File: config.mk
export PLATFORM = sky130hd
export DESIGN_NAME = serial_sum_deserializer
export DESIGN_NICKNAME = d
export VERILOG_FILES = /design/src/rtl/serial_sum_deserializer.sv
export SDC_FILE = /design/constraint.sdc
export NUM_CORES = 1
export LEC_CHECK = 0
export CELL_PAD_IN_SITES_DETAIL_PLACEMENT = 0
export CELL_PAD_IN_SITES_GLOBAL_PLACEMENT = 1
export CORE_MARGIN = 1.5
export CORE_UTILIZATION = 51
export CTS_CLUSTER_SIZE = 28
export DETAILED_ROUTE_END_ITERATION = 10
export DONT_BUFFER_PORTS = 1
export PLACE_DENSITY = 0.77
export SYNTH_ARGS = -nofsm -noshare
export SYNTH_HDL_FRONTEND = slang
export SYNTH_SLANG_ARGS = --single-unit
File: constraint.sdc
create_clock -name clk -period 3.72 [get_ports clk]
set_input_delay 0.558 -clock clk [delete_from_list [all_inputs] [get_ports clk]]
set_output_delay 0.558 -clock clk [all_outputs]
set_load 0.03 [all_outputs]
File: src/rtl/serial_sum_deserializer.sv
// Receive end of the serial adder: gathers the LSB-first sum stream and the final carry
// into a parallel word and presents it on a valid/ready handshake.
module serial_sum_deserializer #(
    parameter int WIDTH = 8
) (
    input  logic             clk,
    input  logic             reset,
    input  logic             start,
    input  logic             bit_valid,
    input  logic             sum_bit,
    input  logic             carry_in,
    output logic [WIDTH-1:0] sum_word,
    output logic             carry_out,
    output logic             out_valid,
    input  logic             out_ready,
    output logic             busy,
    output logic             err
);

    localparam int CW = (WIDTH > 2) ? $clog2(WIDTH) : 1;

    localparam logic [1:0] S_IDLE  = 2'd0;
    localparam logic [1:0] S_SHIFT = 2'd1;
    localparam logic [1:0] S_HOLD  = 2'd2;

    localparam logic [CW-1:0] LAST_IDX = CW'(WIDTH - 1);

    logic [1:0]       state_q, state_d;
    logic [CW-1:0]    cnt_q, cnt_d;
    logic [WIDTH-1:0] shreg_q, shreg_d;
    logic [WIDTH-1:0] sum_word_q, sum_word_d;
    logic             carry_out_q, carry_out_d;
    logic             out_valid_q, out_valid_d;
    logic             busy_q, busy_d;
    logic             err_q, err_d;
    logic [WIDTH-1:0] shifted;

    assign shifted = {sum_bit, shreg_q[WIDTH-1:1]};

    always_comb begin
        state_d     = state_q;
        cnt_d       = cnt_q;
        shreg_d     = shreg_q;
        sum_word_d  = sum_word_q;
        carry_out_d = carry_out_q;
        out_valid_d = out_valid_q;
        err_d       = 1'b0;

        case (state_q)
            S_IDLE: begin
                if (start) begin
                    state_d = S_SHIFT;
                    cnt_d   = '0;
                    shreg_d = '0;
                end
            end
            S_SHIFT: begin
                err_d = start;
                if (bit_valid) begin
                    shreg_d = shifted;
                    // The counter parks on the last index instead of wrapping.
                    if (cnt_q == LAST_IDX) begin
                        sum_word_d  = shifted;
                        carry_out_d = carry_in;
                        out_valid_d = 1'b1;
                        state_d     = S_HOLD;
                    end else begin
                        cnt_d = cnt_q + 1'b1;
                    end
                end
            end
            S_HOLD: begin
                err_d = start;
                if (out_ready) begin
                    out_valid_d = 1'b0;
                    state_d     = S_IDLE;
                end
            end
            default: begin
                state_d     = S_IDLE;
                out_valid_d = 1'b0;
            end
        endcase

        busy_d = (state_d != S_IDLE);
    end

    always_ff @(posedge clk or posedge reset) begin
        if (reset) begin
            state_q     <= S_IDLE;
            cnt_q       <= '0;
            shreg_q     <= '0;
            sum_word_q  <= '0;
            carry_out_q <= 1'b0;
            out_valid_q <= 1'b0;
            busy_q      <= 1'b0;
            err_q       <= 1'b0;
        end else begin
            state_q     <= state_d;
            cnt_q       <= cnt_d;
            shreg_q     <= shreg_d;
            sum_word_q  <= sum_word_d;
            carry_out_q <= carry_out_d;
            out_valid_q <= out_valid_d;
            busy_q      <= busy_d;
            err_q       <= err_d;
        end
    end

    assign sum_word  = sum_word_q;
    assign carry_out = carry_out_q;
    assign out_valid = out_valid_q;
    assign busy      = busy_q;
    assign err       = err_q;

endmodule
==> qor.yml, run 1 <==
status: "complete, no violations"
fill_cells: 187
synth.most_common_cell: "dfrtp_1"
globalplace.congestion: 0.767
start_kind: "flip-flop"
cellLeakagePower_uw: 0.000541
dpl_cell_area_um2: 1130
met2_usage: 0.256
antenna_found_initial: 0
vias_per_cell: 5.58
ys_ff_latch: 24
die_y_um: 50.0
rows: 16
power_uw: 729
post_cts_resized: 0
netlist-cell-type-count: 30
tightest_slew_ns: 0.884
wl_per_cell_um: 14.1
crit_family: "adder cells"
finalCritPeriodShare: 0.528
cts_hold_buf: 0
synth_common_cells: "dfrtp_1, o21ai_0, inv_1, nand2_1, ha_1"
synth-edff-count: 0
yosysSeqAreaShare: 0.534
multi_input_area_um2: 459
dpl.hpwl_um: 1300
overflow: 0
drv_slew: 0
synth-main-ff-cell: "dfrtp_1"
yosysTopAreaCell: "dfrtp_1"
max_stage_delay_ns: 0.52
syn_area_um2: 1120
clkSinkCount: 24
drtIter0Drc: 8
pre_cts_ws_ns: 1.76
cts_buffer_depth: 2
setup_viol: 0
synthArstFlopShare: 1.00
ant_nets: 0
ys_warn_count: 0
stdcell_area_um2: 1160
cp.required_ns: 3.96
finalHoldViolCount: 0
cp_num_buf_inv: 1
postSynthCellCount: 101
area_delta_synth_final_pct: 3.45
cts.clk_slew.worst_paths_ns: 0.13
cts_tree: "yes"
netlist.area_leader.share: 0.534
synth_nets: 114
num_antenna_cells: 0
fin_setup_tns_ns: 0
synthTopCellsByArea: "dfrtp_1, o21ai_0, ha_1"
clock_skew_ns: 0.00562
timing.slew.headroom: 0.410
cap_violations: 0
initial_utilization: 0.556
io_buffers: 0
grt_util_met1: 0.224
grt_use_total: 0.166
cts-root-buf: "clkbuf_4"
setup_slack_ns: 1.75
max_clock_freq_mhz: 509
max-vdd-ir-drop_v: 0.000393
drt-total-wl_um: 1800
crit_fanout: 16
first_pass_iters: 4
drive_gt1_frac: 0.139
post_cts_buffers: 0
ios: 19
crit_chain: "inv_1 > ha_1 > nand3_2 > a21boi_0 > a31oi_1"
critPathSlowestCell: "ha_1"
crit_type: "reg -> reg"
register_area_um2: 601
end_kind: "flip-flop"
critPathArrivalTime_ns: 2.20
core_area_um2: 2020
hold_path.class: "in -> async"
final_nets: 115
dieArea_um2: 2500
vias: 714
cts-buffers-inserted: 3
clk_latency_ns: 0.31
grt.met3_usage: 0.0394
grt_pass1_vias: 669
grt_setup_unrepaired: "false"
grt_pass1_wl_um: 3110
p_per_area_nw_per_um2: 626
final.min_clock_period_ns: 1.97
grt_max_degree: 25
h-tree-depth: 1
top_usage_layer: "met2"
avgSynthCellArea_um2: 11.1
die_w_um: 50.0
drc: 0
-- per-stage QoR --
step / utilization / cells / hold WS (ns)
CTS: 0.575 / 128 / 0.333
global route: 0.575 / 128 / 0.352
global placement: 0.558 / 124 / 0.513
detailed placement: 0.558 / 124 / 0.514
floorplan: - / 101 / 0.487
finish: 0.575 / 128 / 0.308
-- logic make-up (layout without fill, tap and decap cells) --
group / count (synthesis) / count (layout) / share of synthesized area
buffers and inverters: 13 / 13 / 0.0578
multiplexers: 6 / 6 / 0.0656
flip-flops: 24 / 24 / 0.534
adder cells (fa/ha/maj): 6 / 6 / 0.0667
AO/OA/AOI/OAI: 29 / 29 / 0.165
AND/OR/NAND/NOR: 23 / 23 / 0.111
-- path summary, 6_finish.rpt --
check,from,end,slack (ns),cells past startpoint
max in group asynchronous,reset,cnt_q[2],2.87,1
max reg2reg,state_q[1],busy,1.75,5
max,state_q[1],busy,1.75,5
min,reset,sum_word[3],0.31,1
min in group clk,start,err,0.36,1
min reg2reg,cnt_q[2],cnt_q[2],0.54,2
-- flip-flops by register name, summed over array words and instances (netlist names) --
register and cells:
busy 1, carry_out 1, cnt_q 3, err 1, out_valid 1, shreg_q 7
state_q 2, sum_word 8
-- where the power goes --
part	total (uW)	switching [uW]	internal, uW
registers	373	62.0	311
logic	220	129	90.3
clock network	136	76.0	59.7
total	729	267	461
-- placed cells by master (no fill, tap or decap), drive strengths merged --
cell type and instances:
o32ai 1, a211oi 1, nor2 2, or3b 1, a21boi 2, mux2 5, a21oi 1, inv 9
and2 1, mux2i 1, o31ai 3, or2 1, o41ai 1, o211ai 1, clkbuf 4, nor2b 2
a31oi 1, o21ai 16, or2b 1, nand2 9, nand3 2, a21o 1, a22o 1, dfrtp 24
ha 6, nand4 4
-- worst register-to-register path, stage by stage (launching register included) --
cell and delay [ns]:
dfrtp_1 0.44, inv_1 0.09, ha_1 0.52, nand3_2 0.40, a21boi_0 0.26, a31oi_1 0.18
-- layout make-up --
class	instances	area share
multi-input cells	64	0.395
well taps	27	0.0290
inverters	9	0.0290
flip-flops and latches	24	0.516
clock buffers	4	0.0312
-- routing by layer --
layer,routed length (um),vias to the layer above
met5,0,-
met4,0,0
met3,75,0
met2,798,15
met1,929,341
li1,-,358
Note: power is estimated with default switching activity, not from simulation.
==> run 2, diff against run 1 <==
--- a/config.mk
+++ b/config.mk
@@ -8,11 +8,11 @@
 export CELL_PAD_IN_SITES_DETAIL_PLACEMENT = 0
 export CELL_PAD_IN_SITES_GLOBAL_PLACEMENT = 1
 export CORE_MARGIN = 1.5
-export CORE_UTILIZATION = 51
+export CORE_UTILIZATION = 43
 export CTS_CLUSTER_SIZE = 28
 export DETAILED_ROUTE_END_ITERATION = 10
 export DONT_BUFFER_PORTS = 1
-export PLACE_DENSITY = 0.77
+export PLACE_DENSITY = 0.69
 export SYNTH_ARGS = -nofsm -noshare
 export SYNTH_HDL_FRONTEND = slang
 export SYNTH_SLANG_ARGS = --single-unit
==> constraint.sdc (replaced) <==
create_clock -name clk -period 1.65 [get_ports clk]
set_input_delay 0.2475 -clock clk [delete_from_list [all_inputs] [get_ports clk]]
set_output_delay 0.2475 -clock clk [all_outputs]
set_load 0.03 [all_outputs]
==> qor.yml, run 2 (synthesis gave the netlist of run 1 again) <==
cp.required_ns: 1.85
antenna_found_initial: 0
largest_reg_flops: 8
dpl.hpwl_um: 1460
cts-buffers-inserted: 3
rows: 18
grt_pass1_vias: 782
area_delta_synth_final_pct: 13.1
power_frac_clock: 0.142
clk_latency_ns: 0.30
dieArea_um2: 2930
cts_buffer_depth: 2
h-tree-depth: 1
vias_per_cell: 5.42
setup_viol: 0
r2r-start: "state_q[0]"
hold_path.class: "in -> reg"
grt_use_total: 0.155
wl_met3_um: 71
max_clock_freq_mhz: 640
finalCritPeriodShare: 0.947
crit_type: "reg -> reg"
clock_skew_ns: 0.00132
fill_cells: 232
ant_nets: 0
cts_tree: "yes"
cts.clk_slew.worst_paths_ns: 0.12
min_path_cells: 1
comb_power_share: 0.374
final.min_clock_period_ns: 1.56
final_common_cell: "dfrtp_1"
register_area_um2: 601
critPathArrivalTime_ns: 1.76
tightest_slew_ns: 0.316
drtIter0Drc: 7
timing.rr.end: "cnt_q[1]"
max-vdd-ir-drop_v: 0.000761
start_kind: "flip-flop"
cts-root-buf: "clkbuf_4"
first_pass_iters: 4
regToRegSetupSlack_ns: 0.09
cellLeakagePower_uw: 0.000594
crit_fanout: 9
status: "complete, no violations"
met2_length_um: 963
multi_input_area_um2: 485
mostFrequentLayoutCells: "dfrtp_1, o21ai_0, buf_4, inv_1, nand2_1"
finalHoldViolCount: 0
power_frac_seq: 0.484
drc: 0
grt_max_degree: 22
grt_setup_unrepaired: "false"
die_w_um: 54.1
num_antenna_cells: 0
wl_per_cell_um: 13.9
dr.max_layer_used: "met4"
min_from: "start"
timing.slew.headroom: 0.787
drive_gt1_frac: 0.250
fin_setup_tns_ns: 0
clkSinkCount: 24
initial_utilization: 0.454
io_buffers: 0
reg2reg_depth: 5
switchingPower_uw: 630
cap_violations: 0
power_uw: 1730
globalplace.congestion: 0.726
drt-total-wl_um: 1980
p_int_uw: 1100
crit_path_start: "state_q[0]"
fin_hold_ws_ns: 0.0688
p_per_area_nw_per_um2: 1360
ios: 19
p_sw_frac: 0.365
overflow: 0
drv_slew: 0
hold_path_end: "err"
grt_pass1_wl_um: 3300
final_nets: 127
route.layer.met1.wl_um: 923
core_area_um2: 2480
die_y_um: 54.1
vias: 769
end_kind: "flip-flop"
[run 2: layer usage]
layer	vias up	track usage
met2	15	0.259
met3	2	0.0250
met1	373	0.193
met5	-	0
li1	379	-
met4	0	0.0750
[run 2: final cells by class]
class	instances	share of cell area
clock buffer	3	0.0177
inverter	9	0.0265
multi-input combinational	64	0.382
sequential	24	0.472
tap	30	0.0295
timing repair buffer	12	0.0728
[run 2: worst max-delay path by stage]
stage                             end  slack (ns)  cells after the start
after global placement           busy       0.003                      5
after global routing         cnt_q[0]       0.009                      4
final                        cnt_q[1]        0.09                      5
after floorplan           sum_word[7]        0.06                      5
after detailed placement         busy       -0.03                      5
after CTS                    cnt_q[1]       0.006                      4
[run 2: power groups by stage]
stage / registers [uW] / clock network [uW] / logic, uW
detailed placement: 851 / 0 / 556
global placement: 850 / 0 / 548
global route: 850 / 271 / 722
CTS: 838 / 256 / 587
floorplan: 829 / 0 / 453
finish: 835 / 245 / 647
[run 2: metrics by stage]
step | worst slack (ns) | cell area (um^2) | instances | utilization
2_1_floorplan | 0.0622 | 1120 | 101 | -
3_3_place_gp | 0.00263 | 1200 | 136 | 0.484
3_5_place_dp | -0.0283 | 1200 | 136 | 0.484
4_1_cts | 0.00558 | 1240 | 140 | 0.502
5_1_grt | 0.00910 | 1270 | 142 | 0.514
6_report | 0.0880 | 1270 | 142 | 0.514
[run 2: what timing repair did]
item,CTS,global route
endpoints found under the setup margin,8,18
hold buffers,1,0
endpoints found under the hold margin,24,0
gates resized for setup,2,4
cloned,0,0
buffers inserted,0,2
[run 2: critical path, cell delays in order, from the launching register on]
cell and delay, ns:
dfrtp_1 0.43, inv_1 0.08, ha_1 0.26, nor2b_4 0.18
or2_4 0.28, a22o_1 0.24
==> run 3, diff against run 2 <==
--- a/config.mk
+++ b/config.mk
@@ -5,14 +5,15 @@
 export SDC_FILE = /design/constraint.sdc
 export NUM_CORES = 1
 export LEC_CHECK = 0
+export ABC_AREA = 1
 export CELL_PAD_IN_SITES_DETAIL_PLACEMENT = 0
 export CELL_PAD_IN_SITES_GLOBAL_PLACEMENT = 1
-export CORE_MARGIN = 1.5
-export CORE_UTILIZATION = 43
+export CORE_MARGIN = 2
+export CORE_UTILIZATION = 42
 export CTS_CLUSTER_SIZE = 28
 export DETAILED_ROUTE_END_ITERATION = 10
 export DONT_BUFFER_PORTS = 1
-export PLACE_DENSITY = 0.69
+export PLACE_DENSITY = 0.68
 export SYNTH_ARGS = -nofsm -noshare
 export SYNTH_HDL_FRONTEND = slang
 export SYNTH_SLANG_ARGS = --single-unit
==> constraint.sdc (replaced) <==
create_clock -name clk -period 1.65 [get_ports clk]
set_input_delay 0.2475 -clock clk [delete_from_list [all_inputs] [get_ports clk]]
set_output_delay 0.2475 -clock clk [all_outputs]
set_load 0.01 [all_outputs]
==> qor.yml, run 3 <==
rows: 18
netlist.area_leader.share: 0.561
yosysTopAreaCell: "dfrtp_1"
setup_viol: 0
end_kind: "flip-flop"
setup_slack_ns: 0.132
fill_cells: 227
vias_per_cell: 4.77
max_clock_freq_mhz: 659
initial_utilization: 0.436
grt_max_degree: 20
post_cts_buffers: 0
syn_area_um2: 1070
multi_input_area_um2: 422
stdcell_area_um2: 1180
h-tree-depth: 1
netlist-cell-type-count: 15
cts-buffers-inserted: 3
dieArea_um2: 2970
final.min_clock_period_ns: 1.52
max-vdd-ir-drop_v: 0.00106
synth_nets: 119
avgSynthCellArea_um2: 10.1
drt-total-wl_um: 1800
final_common_cell: "nand2_1"
cp.required_ns: 1.85
timing.slew.headroom: 0.834
num_antenna_cells: 0
globalplace.congestion: 0.734
grt_setup_unrepaired: "false"
drtIter0Drc: 2
drv_slew: 0
io_buffers: 0
synthTopCellsByArea: "dfrtp_1, nand2_1, mux2_2"
status: "complete, no violations"
synth-main-ff-cell: "dfrtp_1"
finalHoldViolCount: 0
hold_path.class: "in -> reg"
postSynthCellCount: 106
drc: 0
register_area_um2: 601
synthArstFlopShare: 1.00
die_y_um: 54.5
vias: 678
cap_violations: 0
grt_pass1_vias: 658
ys_ff_latch: 24
mostFrequentLayoutCells: "nand2_1, dfrtp_1, mux2_2, inv_1, o21ai_1"
synth-edff-count: 0
cts-root-buf: "clkbuf_4"
crit_type: "reg -> reg"
p_per_area_nw_per_um2: 1510
dpl.hpwl_um: 1340
antenna_found_initial: 0
cts.clk_slew.worst_paths_ns: 0.12
die_w_um: 54.5
dpl_cell_area_um2: 1110
synth_common_cells: "nand2_1, dfrtp_1, inv_1, mux2_2, o21ai_1"
grt_pass1_wl_um: 3020
drive_gt1_frac: 0.179
clkSinkCount: 24
wl_per_cell_um: 12.7
pre_cts_ws_ns: 0.0650
critPathArrivalTime_ns: 1.72
ios: 19
finalCritPeriodShare: 0.920
synth.most_common_cell: "nand2_1"
tightest_slew_ns: 0.248
ant_nets: 0
cellLeakagePower_uw: 0.000614
cts_buffer_depth: 2
clk_latency_ns: 0.32
core_area_um2: 2450
crit_fanout: 10
overflow: 0
area_delta_synth_final_pct: 10.4
largest_reg_flops: 8
cts_tree: "yes"
start_kind: "flip-flop"
clock_skew_ns: 0.0117
dp_cells: 137
fin_setup_tns_ns: 0
final_nets: 126
grt_use_total: 0.151
ys_warn_count: 0
layoutNonFillerInstCount: 142
first_pass_iters: 3
yosysSeqAreaShare: 0.561
-- run 3: what timing repair did --
item                                   4_1_cts  5_1_grt
resized for setup                            0        1
hold buffers                                 1        0
endpoints found under the hold margin        5        0
setup endpoints to repair                    0        1
-- run 3: logic make-up after synthesis --
group | count (synthesis) | synth area share
AND/OR/NAND/NOR | 43 | 0.166
flip-flops | 24 | 0.561
AO/OA/AOI/OAI | 12 | 0.0561
buffers and inverters | 12 | 0.0526
multiplexers | 9 | 0.0946
adder cells (fa/ha/maj) | 6 | 0.0701
-- run 3: cell type report --
class	instances	share of cell area
repair buffers	4	0.0275
multi-input cells	70	0.357
flip-flops and latches	24	0.508
inverters	10	0.0317
well taps	30	0.0317
clock inverters	1	0.0254
clock buffers	3	0.0190
-- run 3: path summary, 6_finish.rpt --
kind / end / slack (ns) / from / cells after the start
max: sum_word[2] / 0.13 / cnt_q[0] / 4
min: err / 0.04 / start / 2
max reg2reg: sum_word[2] / 0.13 / cnt_q[0] / 4
min reg2reg: shreg_q[1] / 0.51 / shreg_q[1] / 2
max in group asynchronous: state_q[0] / 0.87 / reset / 3
min in group asynchronous: sum_word[0] / 0.27 / reset / 2
-- run 3: per-stage QoR --
stage	total power (uW)	hold slack (ns)	utilization
after floorplan	1260	0.262	-
after global placement	1360	0.0622	0.453
after detailed placement	1370	0.0683	0.453
after CTS	1810	0.0187	0.479
after global routing	1930	0.0510	0.482
final	1780	0.0414	0.482
-- run 3: per-layer routing --
| layer | share of wire | global-route usage |
|---|---|---|
| met3 | 0.043 | 0.0328 |
| met2 | 0.48 | 0.231 |
| met4 | 0.0094 | 0.0875 |
| met1 | 0.46 | 0.196 |
| met5 | 0 | 0 |
-- run 3: worst max-delay path, stage by stage, from the launching register on --
cell	delay (ns)
dfrtp_1	0.42
ha_1	0.21
ha_1	0.24
nand3_4	0.18
mux2_2	0.36
-- run 3: power breakdown --
part           internal, uW  leakage, uW  switching [uW]  total (uW)
logic                   192     0.000263             325         518
clock network           246    0.0000279             178         424
registers               724     0.000324             118         842
total                  1160     0.000614             621        1780
